==> config.mk <==
export PLATFORM = sky130hd
export DESIGN_NAME = fp_add_align_pipe
export DESIGN_NICKNAME = d
export VERILOG_FILES = /design/src/rtl/fp_add_align_pipe.sv
export SDC_FILE = /design/constraint.sdc
export NUM_CORES = 1
export LEC_CHECK = 0
export BUFFER_PORTS_ARGS = -buffer_cell sky130_fd_sc_hd__buf_4
export CAP_MARGIN = 20
export CORE_MARGIN = 3
export CORE_UTILIZATION = 35
export DETAILED_ROUTE_END_ITERATION = 12
export PLACE_DENSITY = 0.62
export SLEW_MARGIN = 40
export SYNTH_ARGS = -nofsm -noshare
export SYNTH_HDL_FRONTEND = slang
export SYNTH_SLANG_ARGS = --single-unit
==> constraint.sdc <==
create_clock -name clk_in -period 5.9 [get_ports clk_in]
set_input_delay 0.59 -clock clk_in [delete_from_list [all_inputs] [get_ports clk_in]]
set_output_delay 0.59 -clock clk_in [all_outputs]
set_load 0.05 [all_outputs]
==> src/rtl/fp_add_align_pipe.sv <==
// fp_add_align_pipe: two-stage front end of the floating-point adder.
// Stage 1 unpacks both operands, applies the subtract control to B's sign,
// orders the operands by magnitude and classifies NaN/infinity.
// Stage 2 right-aligns the smaller significand, keeping guard/round/sticky bits.
// The stages pass data over a valid/ready handshake and accept one operation per cycle.
module fp_add_align_pipe #(
    parameter int EXPO_WIDTH = 8,
    parameter int MENT_WIDTH = 23,
    parameter int DATA_WIDTH = EXPO_WIDTH + MENT_WIDTH + 1
) (
    input  logic                  clk_in,
    input  logic                  rst_n_in,
    input  logic                  in_valid_in,
    output logic                  in_ready_out,
    input  logic [DATA_WIDTH-1:0] floating1_in,
    input  logic [DATA_WIDTH-1:0] floating2_in,
    input  logic                  op_sub_in,
    output logic                  out_valid_out,
    input  logic                  out_ready_in,
    output logic [MENT_WIDTH+3:0] bigger_mant_out,
    output logic [MENT_WIDTH+3:0] smaller_mant_out,
    output logic [EXPO_WIDTH-1:0] bigger_exponent_out,
    output logic [EXPO_WIDTH-1:0] exp_diff_out,
    output logic                  sign_out,
    output logic                  eff_sub_out,
    output logic                  nan_out,
    output logic                  inf_out
);

    localparam int SIG_WIDTH = MENT_WIDTH + 1;  // hidden bit + stored mantissa
    localparam int ALN_WIDTH = MENT_WIDTH + 4;  // significand + G, R, S

    // ---------------- stage 1 combinational: unpack / compare / swap ----------------
    logic                  sign_a, sign_b_eff;
    logic [EXPO_WIDTH-1:0] exp_a, exp_b, eexp_a, eexp_b;
    logic [MENT_WIDTH-1:0] mant_a, mant_b;
    logic [SIG_WIDTH-1:0]  sig_a, sig_b;
    logic                  nan_a, nan_b, inf_a, inf_b, zero_a, zero_b;
    logic                  a_ge_b, mag_eq, eff_sub;
    logic [EXPO_WIDTH-1:0] big_eexp, small_eexp;

    logic [SIG_WIDTH-1:0]  s1_big_sig_d,   s1_big_sig_q;
    logic [SIG_WIDTH-1:0]  s1_small_sig_d, s1_small_sig_q;
    logic [EXPO_WIDTH-1:0] s1_big_exp_d,   s1_big_exp_q;
    logic [EXPO_WIDTH-1:0] s1_diff_d,      s1_diff_q;
    logic                  s1_sign_d,      s1_sign_q;
    logic                  s1_eff_sub_d,   s1_eff_sub_q;
    logic                  s1_nan_d,       s1_nan_q;
    logic                  s1_inf_d,       s1_inf_q;
    logic                  v1_d,           v1_q;

    // ---------------- stage 2: aligned result registers ----------------
    logic [ALN_WIDTH-1:0]  aln_ext, aln_lost_mask, aln_result;
    logic [ALN_WIDTH-1:0]  s2_big_mant_q, s2_small_mant_q;
    logic [EXPO_WIDTH-1:0] s2_big_exp_q, s2_diff_q;
    logic                  s2_sign_q, s2_eff_sub_q, s2_nan_q, s2_inf_q;
    logic                  v2_d, v2_q;
    logic                  s2_load;

    // Handshake: stage 2 advances when empty or drained; stage 1 whenever there is room downstream.
    always_comb begin
        s2_load      = !v2_q || out_ready_in;
        in_ready_out = !v1_q || s2_load;
        v1_d         = in_ready_out ? in_valid_in : v1_q;
        v2_d         = s2_load ? v1_q : v2_q;
    end

    // Unpack both operands, pick the larger magnitude and classify special values.
    always_comb begin
        sign_a     = floating1_in[DATA_WIDTH-1];
        sign_b_eff = floating2_in[DATA_WIDTH-1] ^ op_sub_in;
        exp_a      = floating1_in[DATA_WIDTH-2 -: EXPO_WIDTH];
        exp_b      = floating2_in[DATA_WIDTH-2 -: EXPO_WIDTH];
        mant_a     = floating1_in[MENT_WIDTH-1:0];
        mant_b     = floating2_in[MENT_WIDTH-1:0];

        // Denormals use effective exponent 1 with a cleared hidden bit.
        eexp_a = (exp_a == '0) ? EXPO_WIDTH'(1) : exp_a;
        eexp_b = (exp_b == '0) ? EXPO_WIDTH'(1) : exp_b;
        sig_a  = {exp_a != '0, mant_a};
        sig_b  = {exp_b != '0, mant_b};

        nan_a  = (&exp_a) && (mant_a != '0);
        nan_b  = (&exp_b) && (mant_b != '0);
        inf_a  = (&exp_a) && (mant_a == '0);
        inf_b  = (&exp_b) && (mant_b == '0);
        zero_a = (exp_a == '0) && (mant_a == '0);
        zero_b = (exp_b == '0) && (mant_b == '0);

        eff_sub = sign_a ^ sign_b_eff;
        // The raw {exp, mant} field ordering equals magnitude ordering, denormals included.
        a_ge_b  = {exp_a, mant_a} >= {exp_b, mant_b};
        mag_eq  = {exp_a, mant_a} == {exp_b, mant_b};

        big_eexp       = a_ge_b ? eexp_a : eexp_b;
        small_eexp     = a_ge_b ? eexp_b : eexp_a;
        s1_big_sig_d   = a_ge_b ? sig_a  : sig_b;
        s1_small_sig_d = a_ge_b ? sig_b  : sig_a;
        s1_diff_d      = big_eexp - small_eexp;
        s1_eff_sub_d   = eff_sub;

        s1_nan_d = nan_a || nan_b || (inf_a && inf_b && eff_sub);
        s1_inf_d = !s1_nan_d && (inf_a || inf_b);
        s1_big_exp_d = (s1_nan_d || s1_inf_d) ? '1 : big_eexp;

        if (inf_a)                  s1_sign_d = sign_a;
        else if (inf_b)             s1_sign_d = sign_b_eff;
        else if (zero_a && zero_b)  s1_sign_d = sign_a & sign_b_eff;
        else if (mag_eq && eff_sub) s1_sign_d = 1'b0;   // exact cancellation gives +0
        else                        s1_sign_d = a_ge_b ? sign_a : sign_b_eff;
    end

    // Stage 1 registers: capture an accepted operand pair.
    // NOTE: sequential state uses non-blocking assignments so every register samples pre-edge values.
    always_ff @(posedge clk_in or negedge rst_n_in) begin
        if (!rst_n_in) begin
            v1_q           <= 1'b0;
            s1_big_sig_q   <= '0;
            s1_small_sig_q <= '0;
            s1_big_exp_q   <= '0;
            s1_diff_q      <= '0;
            s1_sign_q      <= 1'b0;
            s1_eff_sub_q   <= 1'b0;
            s1_nan_q       <= 1'b0;
            s1_inf_q       <= 1'b0;
        end else begin
            v1_q <= v1_d;
            if (in_ready_out && in_valid_in) begin
                s1_big_sig_q   <= s1_big_sig_d;
                s1_small_sig_q <= s1_small_sig_d;
                s1_big_exp_q   <= s1_big_exp_d;
                s1_diff_q      <= s1_diff_d;
                s1_sign_q      <= s1_sign_d;
                s1_eff_sub_q   <= s1_eff_sub_d;
                s1_nan_q       <= s1_nan_d;
                s1_inf_q       <= s1_inf_d;
            end
        end
    end

    // Right-align the smaller significand; every bit shifted out below S is ORed into S.
    always_comb begin
        aln_ext       = {s1_small_sig_q, 3'b000};
        aln_lost_mask = ~({ALN_WIDTH{1'b1}} << s1_diff_q);
        if (int'(s1_diff_q) >= ALN_WIDTH) begin
            aln_result = {{(ALN_WIDTH-1){1'b0}}, |s1_small_sig_q};
        end else begin
            aln_result = (aln_ext >> s1_diff_q)
                       | {{(ALN_WIDTH-1){1'b0}}, |(aln_ext & aln_lost_mask)};
        end
    end

    // Stage 2 registers: outputs hold while the downstream stage stalls.
    always_ff @(posedge clk_in or negedge rst_n_in) begin
        if (!rst_n_in) begin
            v2_q            <= 1'b0;
            s2_big_mant_q   <= '0;
            s2_small_mant_q <= '0;
            s2_big_exp_q    <= '0;
            s2_diff_q       <= '0;
            s2_sign_q       <= 1'b0;
            s2_eff_sub_q    <= 1'b0;
            s2_nan_q        <= 1'b0;
            s2_inf_q        <= 1'b0;
        end else begin
            v2_q <= v2_d;
            if (s2_load && v1_q) begin
                s2_big_mant_q   <= {s1_big_sig_q, 3'b000};
                s2_small_mant_q <= aln_result;
                s2_big_exp_q    <= s1_big_exp_q;
                s2_diff_q       <= s1_diff_q;
                s2_sign_q       <= s1_sign_q;
                s2_eff_sub_q    <= s1_eff_sub_q;
                s2_nan_q        <= s1_nan_q;
                s2_inf_q        <= s1_inf_q;
            end
        end
    end

    assign out_valid_out       = v2_q;
    assign bigger_mant_out     = s2_big_mant_q;
    assign smaller_mant_out    = s2_small_mant_q;
    assign bigger_exponent_out = s2_big_exp_q;
    assign exp_diff_out        = s2_diff_q;
    assign sign_out            = s2_sign_q;
    assign eff_sub_out         = s2_eff_sub_q;
    assign nan_out             = s2_nan_q;
    assign inf_out             = s2_inf_q;

endmodule
* Word level (Yosys, flattened, before mapping)
Cells that the tools add are included.
Storage, ports and cells: register bits 141, input port bits 69, output and inout port bits 76, word-level logic and storage cells 77
Cells by class: $add $sub $neg 1, $lt $le $gt $ge 2, equality and inequality tests 1, shifts and indexed selects 2, muxes and demuxes 13, bitwise gates (word level) 6, reductions and logical operators 34
Operators by type and width (number):
- 2-to-1 mux 24 bit | 2
- logical NOT 23 bit | 2
- nonzero test 23 bit | 2
- 2-to-1 mux 8 bit | 5
- equality test 31 bit | 1
- >= comparator 31 bit | 1
- bitwise AND 27 bit | 1
- 2-to-1 mux 27 bit | 1
- inverter 27 bit | 1
- bitwise OR 27 x 1 -> 27 bit | 1
- OR reduction 27 bit | 1
- << shifter 27 x 8 -> 27 bit (first input constant) | 1
- >> shifter 27 x 8 -> 27 bit | 1
- OR reduction 24 bit | 1
- logical NOT 8 bit | 2
- AND reduction 8 bit | 2
- nonzero test 8 bit | 2
- logical AND 1 bit | 13
- >= comparator 8 x 5 -> 1 bit (second input constant) | 1
- subtractor 8 bit | 1
- logical OR 1 bit | 6
- 2-to-1 mux 1 bit | 5
- logical NOT 1 bit | 3
- bitwise XOR 1 bit | 2
- bitwise AND 1 bit | 1

* Depth between registers and ports, before layout
depth in word-level cells 9, mapped depth 17, gate-level depth less buffers 16

* Least setup slack after synthesis
Ideal clock, no wire load.
kind input port to flip-flop, start input floating2_in[4], end register s1_diff_q[6], setup time 95 ps, arrival 3542 ps, required time 5805 ps, slack 2263 ps, stages on the path 16, buffers on the path 0, path through inv_1 -> ha_1 -> a211oi_1 -> nor2_1 -> o31a_1 -> o21a_1 -> nor2_1 -> mux2_2 -> ha_1 -> fa_1 -> nor2b_1 -> o21ai_0 -> a21boi_0 -> o21ai_0 -> nor3b_1 -> o31ai_1
On the way: longest elaborated chain between the ends 3, elaborated cells on any way between the ends 4, those cells by class add/sub: 1; order compare: 1; mux: 2
RTL lines:
- start: declaration | RTL line 16 | input logic [DATA_WIDTH-1:0] floating2_in,
- >= comparator 31 bit * | RTL line 92 | a_ge_b = {exp_a, mant_a} >= {exp_b, mant_b};
- 2-to-1 mux 8 bit, on equally long branches | RTL line 95, 96
- subtractor 8 bit * | RTL line 99 | s1_diff_d = big_eexp - small_eexp;
- end signal: assignment | RTL line 132 | s1_diff_q <= s1_diff_d;
- end: declaration | RTL line 45 | logic [EXPO_WIDTH-1:0] s1_diff_d, s1_diff_q;
Mark *: on every way between the ends. The rest lies on a longest branch, timed or not. A chain may end at the register's enable or synchronous reset.

* Worst setup path in the final report
start input floating2_in[26], end register s1_diff_q[6]
On the way: longest elaborated chain between the ends 4, elaborated cells on any way between the ends 6, those cells by class add/sub: 1; order compare: 1; mux: 3; reduce/logical: 1
RTL lines (RTL line):
- parallel branches: the longest is 3 deep, another holds >= comparator 31 bit
- subtractor 8 bit * | 99
Every way passes the cells marked *.

==> key figures <==
Clock tree
  • Clock transition at path regs: 60 ps
  • # hold bufs at CTS: 0
  • Cts repair resizes: 0
  • Root Buffer: clkbuf_16
  • # clock sinks: 141
  • Clock tree buffer depth: 2
  • H-tree Lvls: 4
  • TritonCTS Buffers: 17
  • CTS tree: yes
  • Clk_lat worst skew: 430 ps
  • Post-CTS Setup Inserts: 0

Critical path
  • Slowest cell on crit path: nor4_2
  • Total stage count of the critical path: 17
  • Critical Path Max Stage Delay: 610 ps
  • Critical Path Start: floating2_in[26]
  • Worst R2R End: smaller_mant_out[0]
  • Critical path startpoint category: primary input
  • Critical path buffer and inverter count: 2
  • R2r worst-path depth: 6
  • Largest delay share family, worst path: simple AND/OR/NAND/NOR gates
  • Critical-path maximum fanout: 58
  • CP Data Arrival Time: 4470 ps
  • Flop-to-flop setup slack: 3290 ps
  • End of the critical path: s1_diff_q[6]
  • RR Startpoint: s1_diff_q[4]
  • WS Path Type: primary input to flip-flop
  • Critical Path, Cell by Cell: buf_4 -> inv_1 -> ha_1 -> nand4_1 -> nor4_2 -> nand3_2 -> and4_4 -> nand2_1 -> mux2i_1 -> ha_1 -> fa_1 -> nor2b_1 -> o21ai_0 -> a21boi_0 -> o21ai_0 -> a21boi_0 -> o31ai_1
  • Crit path capture type: flip-flop
  • CP Data Required Time: 6180 ps

Finish
  • Area grow syn2layout: 19.95%
  • Ant. Diodes: 0
  • # nets final: 1279
  • Post-route cell area: 10950 µm²
  • Share of layout cells above drive strength 1: 18.95%

Route
  • DR vias: 8603
  • DRT antenna net count: 0
  • Detailed Route Iter0 Violations: 1092
  • Drt wl/cell: 19.22 µm
  • DRT Pass-1 Iters: 5
  • WL final: 29.06 mm
  • Remaining DRCs: 0
  • Via density: 5.690

Logic synthesis
  • Post-synthesis mux area share: 7.156%
  • Post-synth top area share: 38.66%
  • Adder-Cell Fraction of Synth Area: 5.565%
  • Most numerous cell in the Yosys netlist: nand2_1
  • Post-Syn Area: 9128 µm²
  • Main area contributors after synthesis: dfrtp_1 (39%), nand2_1 (8.8%), ha_1 (5.3%)
  • Post-synth top area cell: dfrtp_1
  • Synth Warn #: 0
  • Seq/Total Area, Yosys: 38.66%
  • Complex-gate fraction of the synthesized area: 18.26%
  • Main combinational cell family by area after synthesis: simple AND/OR/NAND/NOR gates
  • EDFF count, synth: 0
  • Asr flop ratio synth: 100.0%
  • Syn Area/Cell: 8.483 µm²
  • #FFs+latches synth: 141
  • Most frequent cells after synthesis: nand2_1 (213), dfrtp_1 (141), nand3_1 (79)
  • Netlist cell types: 71
  • Synth Area in Simple Gates: 24.19%
  • Xor and xnor area share after synthesis: 0.2879%
  • Syn Inst Count: 1076
  • Ys flop type: dfrtp_1

GRT
  • First-pass GRT wire length: 47.55 mm
  • Vias in the first global route: 8528
  • GR Overflow Total: 0
  • Initial antenna violation count: 0
  • Pin count of the biggest net entering global routing: 93
  • Total global-route track usage: 20.80%

Min path
  • Worst Hold Class: primary input to asynchronous set/reset pin

Power and ir drop
  • Pwr Density: 373.3 nW/µm²
  • Pleak: 5.117 nW
  • Max VDD drop: 175.4 µV

Run
  • Max_cap viols: 0

Timing
  • Max-slew headroom: 46.02%
  • Setup TNS: 0 ps
  • Fmax: 238.6 MHz
  • Unrepaired setup endpoints after global routing: no
  • Final Skew: 17.10 ps
  • # setup viols final: 0
  • Hold Fails Final Rpt: 0
  • Min Tclk post-route: 4191 ps
  • Slew Viols, Final: 0
  • Worst-margin pin slew: 809.7 ps
  • Fin crit share: 71.03%

Floorplanning
  • Floorplan row count: 58
  • Initial core utilization: 35.94%
  • Chip width: 167.5 µm
  • IO Count: 145
  • Die Ht: 167.5 µm
  • Die area: 28050 µm²
  • Core ar.: 25400 µm²

Outcome
  • Status: finished, final reports clean

Placed design
  • GP Congestion: 0.9065
  • Final HPWL DP: 20.60 mm
  • Port bufs: 141
  • Post-place instance area: 10380 µm²
-- metal layers --
| layer | vias up | track usage [%] | routed length (µm) |
|---|---|---|---|
| met5 | - | 0 | 0 |
| met4 | 0 | 6.297 | 759 |
| li1 | 4065 | - | - |
| met2 | 362 | 31.33 | 12820 |
| met3 | 57 | 3.966 | 1916 |
| met1 | 4119 | 30.46 | 13570 |
-- report_power, final --
part           total, mW  leakage [nW]  internal [mW]  switching [mW]
sequential          1.37          1.77           1.16           0.220
combinational       1.64          3.09          0.580            1.06
clock               1.08         0.265          0.622           0.454
-- registers in the layout (all words and copies together) (netlist names) --
| name | count |
|---|---|
| s1_diff_q | 8 |
| exp_diff_out | 8 |
| s1_sign_q | 1 |
| out_valid_out | 1 |
| bigger_mant_out | 24 |
| nan_out | 1 |
| s1_big_sig_q | 24 |
| inf_out | 1 |
| s1_nan_q | 1 |
| bigger_exponent_out | 8 |
| s1_big_exp_q | 8 |
| smaller_mant_out | 27 |
| sign_out | 1 |
| s1_small_sig_q | 24 |
| v1_q | 1 |
| s1_eff_sub_q | 1 |
| s1_inf_q | 1 |
| eff_sub_out | 1 |
-- through the flow --
stage	instances	util [%]	total power, mW	hold WS [ps]	worst slack, ps
floorplan	1078	-	2.512	294.4	2263
global placement	1481	40.81	3.000	454.2	1419
detailed placement	1481	40.85	3.016	453.3	1343
CTS	1512	43.10	4.096	207.3	1774
global route	1512	43.10	4.318	229.3	1364
finish	1512	43.10	4.087	161.4	1709
-- cells in the final DEF (no fill, tap or decap), types with 4 or more instances in the layout --
master,count
a221o_1,29
nand3_1,79
nor4_1,11
or4_1,8
and2_1,6
clkbuf_16,17
a21oi_1,40
nand2_1,211
mux4_2,17
o21ai_0,63
nor2_1,70
a31oi_1,13
a22o_1,9
a21boi_0,17
o211ai_1,6
nand4_1,14
dfrtp_1,140
o21ai_1,10
or3_1,5
a21o_1,4
o31ai_1,8
buf_4,154
and3_1,28
a21boi_1,8
mux2_2,8
nor3_1,12
mux2i_1,18
ha_1,39
nand2b_1,6
inv_1,41
a22oi_1,4
o21a_1,7
clkinvlp_4,5
-- worst reg2reg max path: stages (launching register included) --
cell,delay [ps]
dfrtp_1,860
clkinv_1,560
a2bb2oi_1,260
nor2_1,110
o211ai_1,90
nor4_1,460
a21oi_1,140
-- layout make-up --
cell class,instances,area (µm²)
Multi-Input combinational cell,811,5097
Clock inverter,13,142.6
Sequential cell,141,3530
Clock buffer,18,429.2
Inverter,44,165.2
Fill cell,2581,14450
Tap cell,330,412.9
Timing Repair Buffer,155,1171
-- how the worst min path moves through the flow --
stage                              to              from  slack [ps]
2_1_floorplan  bigger_exponent_out[0]          rst_n_in         290
3_3_place_gp                 sign_out         s1_sign_q         450
3_5_place_dp      bigger_mant_out[15]  s1_big_sig_q[12]         450
4_1_cts           smaller_mant_out[9]          rst_n_in         210
5_1_grt           bigger_mant_out[19]          rst_n_in         230
6_report          bigger_mant_out[19]          rst_n_in         160
-- logic make-up after synthesis --
logic type / after synthesis
other: 1
muxes: 43
and+or+nand+nor: 475
xor gates and xnor gates: 3
buffers and inverters: 126
DFF: 141
adders and majority gates: 40
AOI/OAI and AO/OA: 247
Note: power is estimated with default switching activity, not from simulation.
